`src/rtl/rv_pkg.sv`:
```
// Shared RISC-V constants: datapath width and load funct3 encodings.
package rv_pkg;

    localparam int unsigned XLEN = 32;
    localparam int unsigned REG_ADDR_W = 5;

    localparam logic [2:0] F3_LB  = 3'b000;
    localparam logic [2:0] F3_LH  = 3'b001;
    localparam logic [2:0] F3_LW  = 3'b010;
    localparam logic [2:0] F3_LBU = 3'b100;
    localparam logic [2:0] F3_LHU = 3'b101;

endpackage

```
`src/rtl/load_align.sv`:
```
// Combinational load extraction: picks byte/half/word from the raw memory word,
// extends it, and flags misaligned or reserved-size loads.
module load_align
    import rv_pkg::*;
(
    input  logic [2:0]      funct3,
    input  logic [1:0]      addrLow,
    input  logic [XLEN-1:0] loadData,
    output logic [XLEN-1:0] loadValue_c,
    output logic            loadFault_c
);

    logic [7:0]  byteVal;
    logic [15:0] halfVal;

    always_comb begin
        byteVal = loadData[7:0];
        case (addrLow)
            2'd0: byteVal = loadData[7:0];
            2'd1: byteVal = loadData[15:8];
            2'd2: byteVal = loadData[23:16];
            2'd3: byteVal = loadData[31:24];
            default: byteVal = loadData[7:0];
        endcase
        halfVal = addrLow[1] ? loadData[31:16] : loadData[15:0];
    end

    always_comb begin
        loadValue_c = '0;
        loadFault_c = 1'b0;
        case (funct3)
            F3_LB:  loadValue_c = {{24{byteVal[7]}}, byteVal};
            F3_LBU: loadValue_c = {24'd0, byteVal};
            F3_LH: begin
                loadValue_c = {{16{halfVal[15]}}, halfVal};
                loadFault_c = addrLow[0];
            end
            F3_LHU: begin
                loadValue_c = {16'd0, halfVal};
                loadFault_c = addrLow[0];
            end
            F3_LW: begin
                loadValue_c = loadData;
                loadFault_c = (addrLow != 2'd0);
            end
            default: loadFault_c = 1'b1;
        endcase
    end

endmodule

```
`src/rtl/wb_stage.sv`:
```
// Write-back pipeline register: captures the extracted MEM result, drives the
// register-file write port, and counts retired instructions.
module wb_stage #(
    parameter int unsigned XLEN = 32
) (
    input  logic            clk,
    input  logic            rst_n,
    input  logic            MemValid,
    input  logic            MemRegWrite,
    input  logic            MemToReg,
    input  logic [2:0]      MemFunct3,
    input  logic [1:0]      MemAddrLow,
    input  logic [XLEN-1:0] MemAluResult,
    input  logic [XLEN-1:0] MemLoadData,
    input  logic [4:0]      MemRd,
    input  logic            Stall,
    input  logic            Flush,
    output logic [XLEN-1:0] WriteData,
    output logic [4:0]      WriteAddress,
    output logic            RegWriteEn,
    output logic            WbValid,
    output logic            InstRetired,
    output logic            LoadFault,
    output logic [31:0]     RetireCount
);

    import rv_pkg::*;

    logic [XLEN-1:0] loadValue_c;
    logic            loadFault_c;
    logic            fault_c;
    logic [XLEN-1:0] result_c;
    logic            writeEn_c;

    load_align u_loadAlign (
        .funct3      (MemFunct3),
        .addrLow     (MemAddrLow),
        .loadData    (MemLoadData),
        .loadValue_c (loadValue_c),
        .loadFault_c (loadFault_c)
    );

    // Extraction happens before the register so WB data lags MEM by one cycle.
    always_comb begin
        fault_c   = MemToReg & loadFault_c;
        result_c  = MemToReg ? loadValue_c : MemAluResult;
        writeEn_c = MemValid & MemRegWrite & (MemRd != 5'd0) & ~fault_c;
    end

    // Stall holds the payload and write enable so a repeated write is harmless.
    always_ff @(posedge clk) begin
        if (!rst_n) begin
            WbValid      <= 1'b0;
            RegWriteEn   <= 1'b0;
            InstRetired  <= 1'b0;
            LoadFault    <= 1'b0;
            WriteData    <= '0;
            WriteAddress <= '0;
            RetireCount  <= '0;
        end else if (Flush) begin
            WbValid     <= 1'b0;
            RegWriteEn  <= 1'b0;
            InstRetired <= 1'b0;
            LoadFault   <= 1'b0;
        end else if (Stall) begin
            InstRetired <= 1'b0;
            LoadFault   <= 1'b0;
        end else begin
            WbValid      <= MemValid;
            RegWriteEn   <= writeEn_c;
            InstRetired  <= MemValid;
            LoadFault    <= MemValid & fault_c;
            WriteData    <= result_c;
            WriteAddress <= MemRd;
            if (MemValid) begin
                RetireCount <= RetireCount + 32'd1;
            end
        end
    end

endmodule

```
`config.mk`:
```
export PLATFORM = sky130hd
export DESIGN_NAME = wb_stage
export DESIGN_NICKNAME = d
export VERILOG_FILES = /design/src/rtl/rv_pkg.sv /design/src/rtl/load_align.sv /design/src/rtl/wb_stage.sv
export SDC_FILE = /design/constraint.sdc
export NUM_CORES = 1
export LEC_CHECK = 0
export ABC_AREA = 1
export BUFFER_PORTS_ARGS = -buffer_cell sky130_fd_sc_hd__clkbuf_2
export CORE_MARGIN = 1
export CORE_UTILIZATION = 45
export DETAILED_ROUTE_END_ITERATION = 8
export PLACE_DENSITY_LB_ADDON = 0.08
export SYNTH_ARGS = -nofsm -noshare
export SYNTH_HDL_FRONTEND = slang
export SYNTH_SLANG_ARGS = --single-unit
```
`constraint.sdc`:
```
create_clock -name clk -period 1.3 [get_ports clk]
set_input_delay 0.13 -clock clk [delete_from_list [all_inputs] [get_ports clk]]
set_output_delay 0.13 -clock clk [all_outputs]
set_load 0.02 [all_outputs]
```
==> Word level (Yosys, flattened, before mapping) <==
Index checks and enable logic that the tools add are counted.
Widths: inputs -> output; s select.
{ "totals": {"ff_bits": 73, "in_bits": 81, "wordCells": 39} }
{ "op_classes": {"addsub": 1, "eq_ne": 7, "muxes": 5, "bitwise_logic": 9, "reduce_logical": 10} }
{ "ops": {"columns": ["op", "count"], "rows": [
  ["$pmux 32 s5", 1],
  ["$add 32x1->32 const B", 1],
  ["$mux 32", 1],
  ["$pmux 8 s4", 1],
  ["$mux 16", 1],
  ["$eq 3x3->1 const B", 2],
  ["$reduce_or 2->1", 3],
  ["$and 1x1->1", 5],
  ["$reduce_bool 5->1", 1],
  ["$eq 2x2->1 const B", 2],
  ["$not 1->1", 4],
  ["$eq 3x1->1 const B", 1],
  ["$eq 3x2->1 const B", 1],
  ["$logic_not 3->1", 1],
  ["$pmux 1 s3", 1],
  ["$reduce_and 3->1", 1],
  ["$reduce_or 3->1", 1],
  ["$eq 2x1->1 const B", 1],
  ["$logic_not 2->1", 1],
  ["$reduce_and 2->1", 1],
  ["$reduce_bool 2->1", 1]
]} }

==> Depth between registers and ports, before layout <==
Gate-level depths: netlist (run 1).
{ "logic_depth": {"word_depth": 6, "ltp_mapped": 10, "mapped_depth_nobuf": 10} }

==> Modules after synthesis <==
A second synthesis (run 1) with hierarchy kept.
{ "hier_totals": {"cells_unflattened": 718, "area_unflattened_um2": 4334.2} }
{ "modules_own_cells": {"columns": ["module", "n_inst", "cells_each", "area_each_um2", "seq_area_each_um2"], "rows": [
  ["wb_stage", 1, 497, 3403.3, 1461.4],
  ["load_align", 1, 221, 930.9, 0.0]
]} }

==> Worst setup path after synthesis (run 1) <==
OpenSTA, ideal clock, no wires.
{ "synth_timing": {"kind": "register to register", "startpoint": "reg RetireCount[1]", "endpoint": "reg RetireCount[12]", "setup_ns": 0.113, "t_arrival_ns": 1.479, "t_required_ns": 1.187, "setup_slack_ns": -0.292, "stages_incl_launch_ff": 11, "period_less_slack_ns": 1.592, "cell_sequence": "dfxtp_1 ha_1 inv_1 nor2_4 inv_2 nor2_8 nand4_4 nor2_2 nand2_1 nand2_1 nor2_1"} }
{ "synth_between": {"elab_chain_cells": 1} }
{ "synth_rtl": {"columns": ["item", "line_no", "text"], "rows": [
  ["start: declaration", "wb_stage.sv:24", "output logic [31:0] RetireCount"],
  ["start signal: assignment", "wb_stage.sv:76", "RetireCount <= RetireCount + 32'd1;"],
  ["$add 32x1->32", "wb_stage.sv:76", null]
]} }
No other way between the ends.
A chain may end at the register's enable or synchronous reset.

==> Worst setup path in the final report (run 1) <==
{ "layout_timing": {"startpoint": "reg RetireCount[6]", "endpoint": "reg RetireCount[9]"} }
The elaborated chain is that of the path after synthesis.

==> results.tsv, run 1 <==
metric	value	unit
status	finished with violations	
violations	negative setup slack	
ys_ff_latch	73	
setup_violations	14	
path_buf_inv	1	
antenna_cells	0	
max_freq	733	MHz
syn_inst	733	
worstSetupStartpointType	flop	
pin_count	154	
die_h	101	µm
clkTransAtPathRegs	90	ps
maxCapViolCount	0	
grt_setup_unrepaired	yes	
numPortBuffers	153	
design_area	6190	µm²
synth_nets	815	
synth_top_cell_by_area	dfxtp_1	
yosysTopAreaCellShare	0.329	
totalWireLength	14900	µm
ys_types	31	
yosysSeqAreaShare	0.329	
tritoncts	done	
max_stage_delay	380	ps
drc	0	
syn2layout_area_growth	39.4	%
clkSinkCount	73	
final_util	0.658	
path_cells	nand2_2, nor2_4, inv_1, nor2_4, nand2_1, nand2_1, o21ba_2	
path_max_fanout	5	
first_pass_iters	4	
hold_class	input pin to flop	
viasPerCell	5.23	
worstPathArrival	1620	ps
grt_usage	0.291	
slowest_stage	dfxtp_4	
die-area	10300	µm²
grt_pass1_vias	5136	
nets	1008	
yosys-top-cells-area	dfxtp_1 33%, nand2_1 20%, a21oi_1 10%	
place_area	5710	µm²
crit_required	1560	ps
leakage	2.90	nW
grt_pass1_wl	23400	µm
ant_nets	0	
place_congestion	0.997	
drtIter0Drc	240	
finalCriticalPeriod	1360	ps
hold_viol	0	
setup_slack	-64.6	ps
fillerInstances	904	
cts-buffers-inserted	9	
dpl.hpwl	11300	µm
cp-end-kind	flop	
vias	5544	
slew_headroom	0.682	
synth_area_per_cell	6.06	µm²
start_util	0.472	
grt_max_degree	34	
die_w	101	µm
worstSkewPairLatency	350	ps
power_per_cell_area	834	nW/µm²
h-tree-depth	3	
hold_buffers	0	
cts.path.max_buffers	2	
layout-drive-gt1-share	0.377	
worst_clock_skew	13.2	ps
ir_drop	0.503	mV
grt.overflow.total	0	
slew_violations	0	
fin_crit_sh	1.05	
cp_top_family	simple AND/OR/NAND/NOR gates	
coreArea	9420	µm²
synth_area	4440	µm²
wl_per_cell	14.1	µm
tightest_slew	477	ps
critPathKind	flop to flop	
yosys_warnings	0	
antenna_found_initial	0	
cts_root_buf	clkbuf_8	
multi_input_area	2790	µm²
regArea	1520	µm²
row_count	35	
tns	-443	ps
[layout make-up]
| class | instances | area share |
|---|---|---|
| multi-input combinational | 568 | 0.450 |
| sequential | 73 | 0.245 |
| timing repair buffer | 216 | 0.208 |
| inverter | 58 | 0.0358 |
| tap | 129 | 0.0261 |
| clock buffer | 11 | 0.0247 |
| clock inverter | 5 | 0.00990 |
[worst min-delay path: cells and delay by family]
kind / cells / cell delay (ps)
buffers and inverters: 1 / 90
AND/OR/NAND/NOR: 2 / 120
[state kept, by name, summed over array words and instances, names as in the netlist]
register,flops
InstRetired,1
LoadFault,1
WriteAddress,5
RegWriteEn,1
WriteData,32
RetireCount,32
WbValid,1
[cells by family (layout without fill, tap and decap cells)]
kind of cell    after synthesis  count (layout)  share of synthesized area
fa+ha+maj                     1               1                    0.00282
flops                        73              73                      0.329
xor+xnor                      2               2                    0.00395
compound gates              152             152                      0.173
buf+inv                      92             290                     0.0941
simple gates                413             413                      0.397
[final timing paths]
path | start | endpoint | slack (ps) | depth (start not counted)
hold reg to reg | WriteData[2] | WriteData[2] | 470 | 2
hold / removal | MemRd[0] | WriteAddress[0] | 20 | 3
setup / recovery | RetireCount[6] | RetireCount[9] | -60 | 7
setup reg to reg | RetireCount[6] | RetireCount[9] | -60 | 7
[cell usage in the layout (no fill, tap or decap), types with 5 or more instances in the layout]
cell | Yosys | routed
a21oi_1 | 93 | 93
dfxtp_1 | 73 | 48
inv_2 | 4 | 5
nand2_2 | 4 | 26
buf_4 | 5 | 59
clkbuf_8 | 0 | 9
dfxtp_2 | 0 | 15
nand2_1 | 233 | 210
nor2_2 | 3 | 31
clkbuf_2 | 0 | 153
inv_1 | 52 | 51
nand3_1 | 58 | 57
o21ai_0 | 52 | 47
or2_2 | 11 | 11
nor2_1 | 88 | 51
nor2_4 | 4 | 13
o21ai_1 | 4 | 9
nand4_1 | 6 | 6
dfxtp_4 | 0 | 10
[per-layer routing]
layer / vias to the layer above / routed length, µm / track usage
met5: - / 0 / 0
met4: 0 / 459 / 0.120
met3: 48 / 820 / 0.0566
met2: 199 / 7710 / 0.540
met1: 2550 / 5950 / 0.324
li1: 2747 / - / -
[power breakdown]
group | switching (mW) | internal [mW]
Clock | 0.916 | 1.01
Combinational | 0.551 | 0.343
Sequential | 0.0431 | 2.30
[what timing repair did]
| item | in CTS | in global routing |
|---|---|---|
| setup buffers | 3 | 1 |
| pin swaps | 10 | 11 |
| setup endpoints to repair | 23 | 25 |
| resized for setup | 35 | 55 |
| gates cloned | 0 | 0 |
[cells in the mapped netlist]
| library cell | instances |
|---|---|
| nor2_1 | 88 |
| o21ai_1 | 4 |
| nand4_1 | 6 |
| xor2_1 | 2 |
| or2_2 | 11 |
| nor2_8 | 1 |
| nor3_1 | 2 |
| inv_1 | 52 |
| buf_6 | 6 |
| nor2_2 | 3 |
| nor3b_1 | 1 |
| nor2_4 | 4 |
| o21ai_0 | 52 |
| o21bai_1 | 1 |
| nand2_1 | 233 |
| o22ai_1 | 1 |
| nand3_1 | 58 |
| nand4_4 | 1 |
| buf_1 | 1 |
| nand4_2 | 1 |
| buf_4 | 5 |
| o21ba_2 | 1 |
| dfxtp_1 | 73 |
| inv_4 | 1 |
| buf_2 | 4 |
| clkbuf_1 | 18 |
| a21oi_1 | 93 |
| inv_2 | 4 |
| clkinv_2 | 1 |
| ha_1 | 1 |
| nand2_2 | 4 |
[through the flow]
stage,cells,setup slack (ps),power [mW],hold slack [ps]
after global placement,1040,-86.7,3.28,375
final,1060,-64.6,5.16,19.1
after CTS,1059,-41.2,5.22,9.75
after floorplan,733,-77.3,2.92,265
after global routing,1060,-149,5.40,33.6
after detailed placement,1040,-151,3.29,388
Power figures use the tool's default switching activity.
==> run 2, diff against run 1 <==
--- a/config.mk
+++ b/config.mk
@@ -11,6 +11,7 @@
 export CORE_UTILIZATION = 45
 export DETAILED_ROUTE_END_ITERATION = 8
 export PLACE_DENSITY_LB_ADDON = 0.08
+export SETUP_SLACK_MARGIN = 0.15
 export SYNTH_ARGS = -nofsm -noshare
 export SYNTH_HDL_FRONTEND = slang
 export SYNTH_SLANG_ARGS = --single-unit
==> run 2 against run 1 <==
Compared with the run above: the run still ends with negative setup slack left; clock power is 4% lower; flip-flop and latch count stayed put; utilization increased by 4.6 points.
==> results.tsv, run 2 (synthesis results as in run 1) <==
metric	value	unit
max_freq	699	MHz
syn2layout_area_growth	49.1	%
crit_required	1540	ps
dp.cells	1025	
grt_max_degree	42	
drc	0	
status	finished with violations	
instances_no_fill	1060	
antenna_cells	0	
grt_pass1_wl	23800	µm
grt_pass1_vias	5161	
tns	-983	ps
path_buf_inv	2	
setup_slack	-131	ps
cts.path.max_buffers	2	
cp-end-kind	flop	
path_cells	ha_4, inv_2, nor2_4, inv_2, nor2_8, nand4_4, o21ai_0, a21oi_1	
leakage	3.16	nW
die_w	101	µm
hold_class	input pin to flop	
max_stage_delay	400	ps
layout-drive-gt1-share	0.416	
pin_count	154	
maxCapViolCount	0	
ant_nets	0	
clkSinkCount	73	
fin_crit_sh	1.10	
tightest_slew	563	ps
worst_clock_skew	6.61	ps
h-tree-depth	3	
die-area	10300	µm²
row_count	35	
worstPathArrival	1670	ps
tritoncts	done	
cts-buffers-inserted	9	
place_area	5720	µm²
layout_common_cells	195 x nand2_1, 137 x clkbuf_2, 88 x a21oi_1	
coreArea	9420	µm²
die_h	101	µm
grt_usage	0.294	
wl_per_cell	14.7	µm
hold_viol	0	
totalWireLength	15600	µm
antenna_found_initial	0	
first_pass_iters	4	
finalCriticalPeriod	1430	ps
worstSkewPairLatency	350	ps
clkTransAtPathRegs	90	ps
reg_top3	RetireCount (32), WriteData (32), WriteAddress (5)	
final_util	0.703	
slowest_stage	dfxtp_4	
numPortBuffers	153	
start_util	0.472	
fin_worst_hold_slack	20.3	ps
grt.overflow.total	0	
vias	5583	
nets	1008	
setup_violations	16	
violations	negative setup slack	
viasPerCell	5.27	
ir_drop	0.454	mV
path_max_fanout	5	
dpl.hpwl	11300	µm
cts_root_buf	clkbuf_8	
grt_setup_unrepaired	yes	
cp_top_family	flip-flops	
worstSetupStartpointType	flop	
final_common_cell	nand2_1	
drtIter0Drc	217	
worst_path_most_repeated_cell	inv_2	
design_area	6620	µm²
place_congestion	1.01	
slew_headroom	0.624	
slew_violations	0	
power_per_cell_area	766	nW/µm²
critPathKind	flop to flop	
## run 2: cell types whose count changed in the layout (fill, tap and decap cells not counted), sizes merged
cell	before	now
buf	63	78
clkbuf	164	147
clkinv	3	4
clkinvlp	1	2
## run 2: cell type report
type,count,area (µm²)
multi-input cells,568,3000
fillers,840,2790
flip-flops and latches,73,1570
repair buffers,216,1470
inverters,58,221
well taps,129,161
clock buffers,9,124
clock inverters,7,70.1
## run 2: where the power goes
group	total (mW)	internal [mW]	switching, mW
combinational	0.917	0.360	0.557
clock	1.85	0.885	0.964
sequential	2.31	2.26	0.0466
## run 2: worst paths after layout
path                                     start              end  slack, ps  cells after the start
worst min register to register         WbValid          WbValid        480                      2
worst max-delay path            RetireCount[1]  RetireCount[10]       -130                      8
worst max register to register  RetireCount[1]  RetireCount[10]       -130                      8
worst min-delay path                  MemRd[0]  WriteAddress[0]         20                      3
## run 2: timing repair
action	in CTS	in global routing
hold buffers	0	0
endpoints found under the setup margin	31	38
resized for setup	49	129
gates cloned	0	0
pin swaps	14	48
setup buffers	6	13
## run 2: metrics by stage
step                power [mW]  setup WS [ps]
global route              5.30           -215
detailed placement        3.26           -115
finish                    5.07           -131
global placement          3.25           -126
CTS                       5.08          -71.0
floorplan                 2.87          -71.2
## run 2: tightest hold or removal path, stage by stage
cell and delay (ps):
clkbuf_2 90, nor2_1 40, nor2_1 90
## run 2: routing by layer
layer	vias to the layer above	global-route usage	routed length [µm]
li1	2755	-	-
met1	2580	0.332	6120
met2	215	0.560	8210
met3	33	0.0518	877
met4	0	0.0892	407
met5	-	0	0
==> run 3, diff against run 2 <==
--- a/config.mk
+++ b/config.mk
@@ -11,7 +11,7 @@
 export CORE_UTILIZATION = 45
 export DETAILED_ROUTE_END_ITERATION = 8
 export PLACE_DENSITY_LB_ADDON = 0.08
-export SETUP_SLACK_MARGIN = 0.15
+export SETUP_SLACK_MARGIN = 0.3
 export SYNTH_ARGS = -nofsm -noshare
 export SYNTH_HDL_FRONTEND = slang
 export SYNTH_SLANG_ARGS = --single-unit
==> run 3 against run 2 <==
Compared with the run above: the flow still finishes with violations (negative setup slack); largest cell class unchanged; worst setup slack got worse by 310 ps; highest routed layer unchanged; clock-buffer cell count increased by 1; clock skew up 7.5 ps; total power grew 0.95%; routed wire length up 25%; worst hold slack got worse by 7.1 ps; global-route usage increased by 2.6 points; critical path depth grew 1; flip-flop and latch count is the same.
==> results.tsv, run 3 (synthesis results as in run 1) <==
metric	value	unit
cp_top_family	compound AO/OA/AOI/OAI gates	
slew_headroom	0.681	
reg_top3	RetireCount (32), WriteData (32), WriteAddress (5)	
grt_max_degree	42	
worstSetupStartpointType	flop	
totalWireLength	19500	µm
path_cells	ha_4, inv_4, nor2_4, inv_2, nor2_8, buf_4, nand2_1, o21ai_2, a21oi_1	
tritoncts	done	
slew_violations	0	
syn2layout_area_growth	63.4	%
dp.cells	1030	
antenna_cells	0	
r2r_start	RetireCount[1]	
cts-buffers-inserted	9	
power	5.12	mW
cp-end-kind	flop	
violations	negative setup slack	
drc	0	
viasPerCell	5.67	
power_per_cell_area	706	nW/µm²
hold_end	WriteAddress[1]	
finalCriticalPeriod	1740	ps
first_pass_iters	6	
setup_slack	-437	ps
critPathKind	flop to flop	
cts.path.max_buffers	2	
tightest_slew	478	ps
place_congestion	0.955	
instances_no_fill	1077	
vias	6109	
clkTransAtPathRegs	90	ps
die_w	101	µm
worstSkewPairLatency	360	ps
preCtsSetupSlack	-73.3	ps
max_stage_delay	380	ps
start_util	0.472	
worstReg2RegEnd	RetireCount[20]	
row_count	35	
final_util	0.771	
grt_pass1_vias	5685	
grt_setup_unrepaired	yes	
hold_viol	0	
ff2ff_path_depth	9	
layout_common_cells	195 x nand2_1, 85 x a21oi_1, 82 x clkbuf_2	
coreArea	9420	µm²
h-tree-depth	3	
maxCapViolCount	0	
leakage	3.47	nW
final_common_cell	nand2_1	
path_max_fanout	4	
ir_drop	0.530	mV
die_h	101	µm
ant_nets	0	
fin_worst_hold_slack	13.2	ps
hold_start	MemRd[1]	
worstPathArrival	1970	ps
max_freq	576	MHz
status	finished with violations	
worst_clock_skew	14.1	ps
layout-drive-gt1-share	0.467	
grt.overflow.total	0	
clkSinkCount	73	
setup_violations	24	
cts_root_buf	clkbuf_8	
wl_per_cell	18.1	µm
grt_usage	0.320	
antenna_found_initial	0	
regToRegSetupSlack	-440	ps
die-area	10300	µm²
tns	-3440	ps
place_area	5990	µm²
pin_count	154	
numPortBuffers	153	
nets	1025	
dpl.hpwl	11400	µm
design_area	7260	µm²
grt_pass1_wl	25800	µm
hold_class	input pin to flop	
holdPathStages	3	
slowest_stage	dfxtp_4	
fin_crit_sh	1.34	
drtIter0Drc	315	
crit_required	1530	ps
path_buf_inv	3	
## run 3: cell count changes in the layout (fill, tap and decap cells not counted), sizes merged
cell	previous run	this run
clkinvlp	2	0
bufinv	1	0
clkbuf	147	103
buf	78	140
clkinv	4	6
## run 3: worst reg2reg max path, stage by stage (launching register included)
cell     delay [ps]
dfxtp_4         380
ha_4            160
inv_4            50
nor2_4          120
inv_2            80
nor2_8          140
buf_4           150
nand2_1         130
o21ai_2         310
a21oi_1         110
## run 3: timing repair
action / in CTS / in global routing
hold buffers: 0 / 0
setup buffers: 19 / 12
endpoints found under the setup margin: 79 / 107
pin swaps: 14 / 34
gates resized for setup: 141 / 139
## run 3: layout make-up
class,instances,area [µm²]
Inverter,58,233
Clock inverter,6,40.0
Fill cell,677,2160
Multi-Input combinational cell,568,3100
Tap cell,129,161
Timing Repair Buffer,233,1970
Clock buffer,10,149
Sequential cell,73,1600
## run 3: worst max path at each step
stage / from / to / slack, ps / cells past startpoint
after CTS: RetireCount[1] / RetireCount[20] / -50 / 9
after global placement: MemAddrLow[1] / WriteData[15] / -50 / 9
after detailed placement: MemAddrLow[1] / WriteData[22] / -70 / 10
after global routing: RetireCount[1] / RetireCount[20] / -650 / 9
final: RetireCount[1] / RetireCount[20] / -440 / 9
after floorplan: RetireCount[1] / RetireCount[12] / -70 / 10
## run 3: where the power goes
part / switching, mW / total (mW) / internal [mW]
Combinational: 0.592 / 1.03 / 0.436
Clock: 0.973 / 1.78 / 0.811
Sequential: 0.0479 / 2.31 / 2.26
## run 3: layer usage
layer | vias to the layer above | share of wire | global-route usage
met5 | - | 0 | 0
met2 | 380 | 0.50 | 0.607
met3 | 100 | 0.093 | 0.0614
li1 | 2791 | - | -
met4 | 0 | 0.050 | 0.122
met1 | 2838 | 0.36 | 0.350
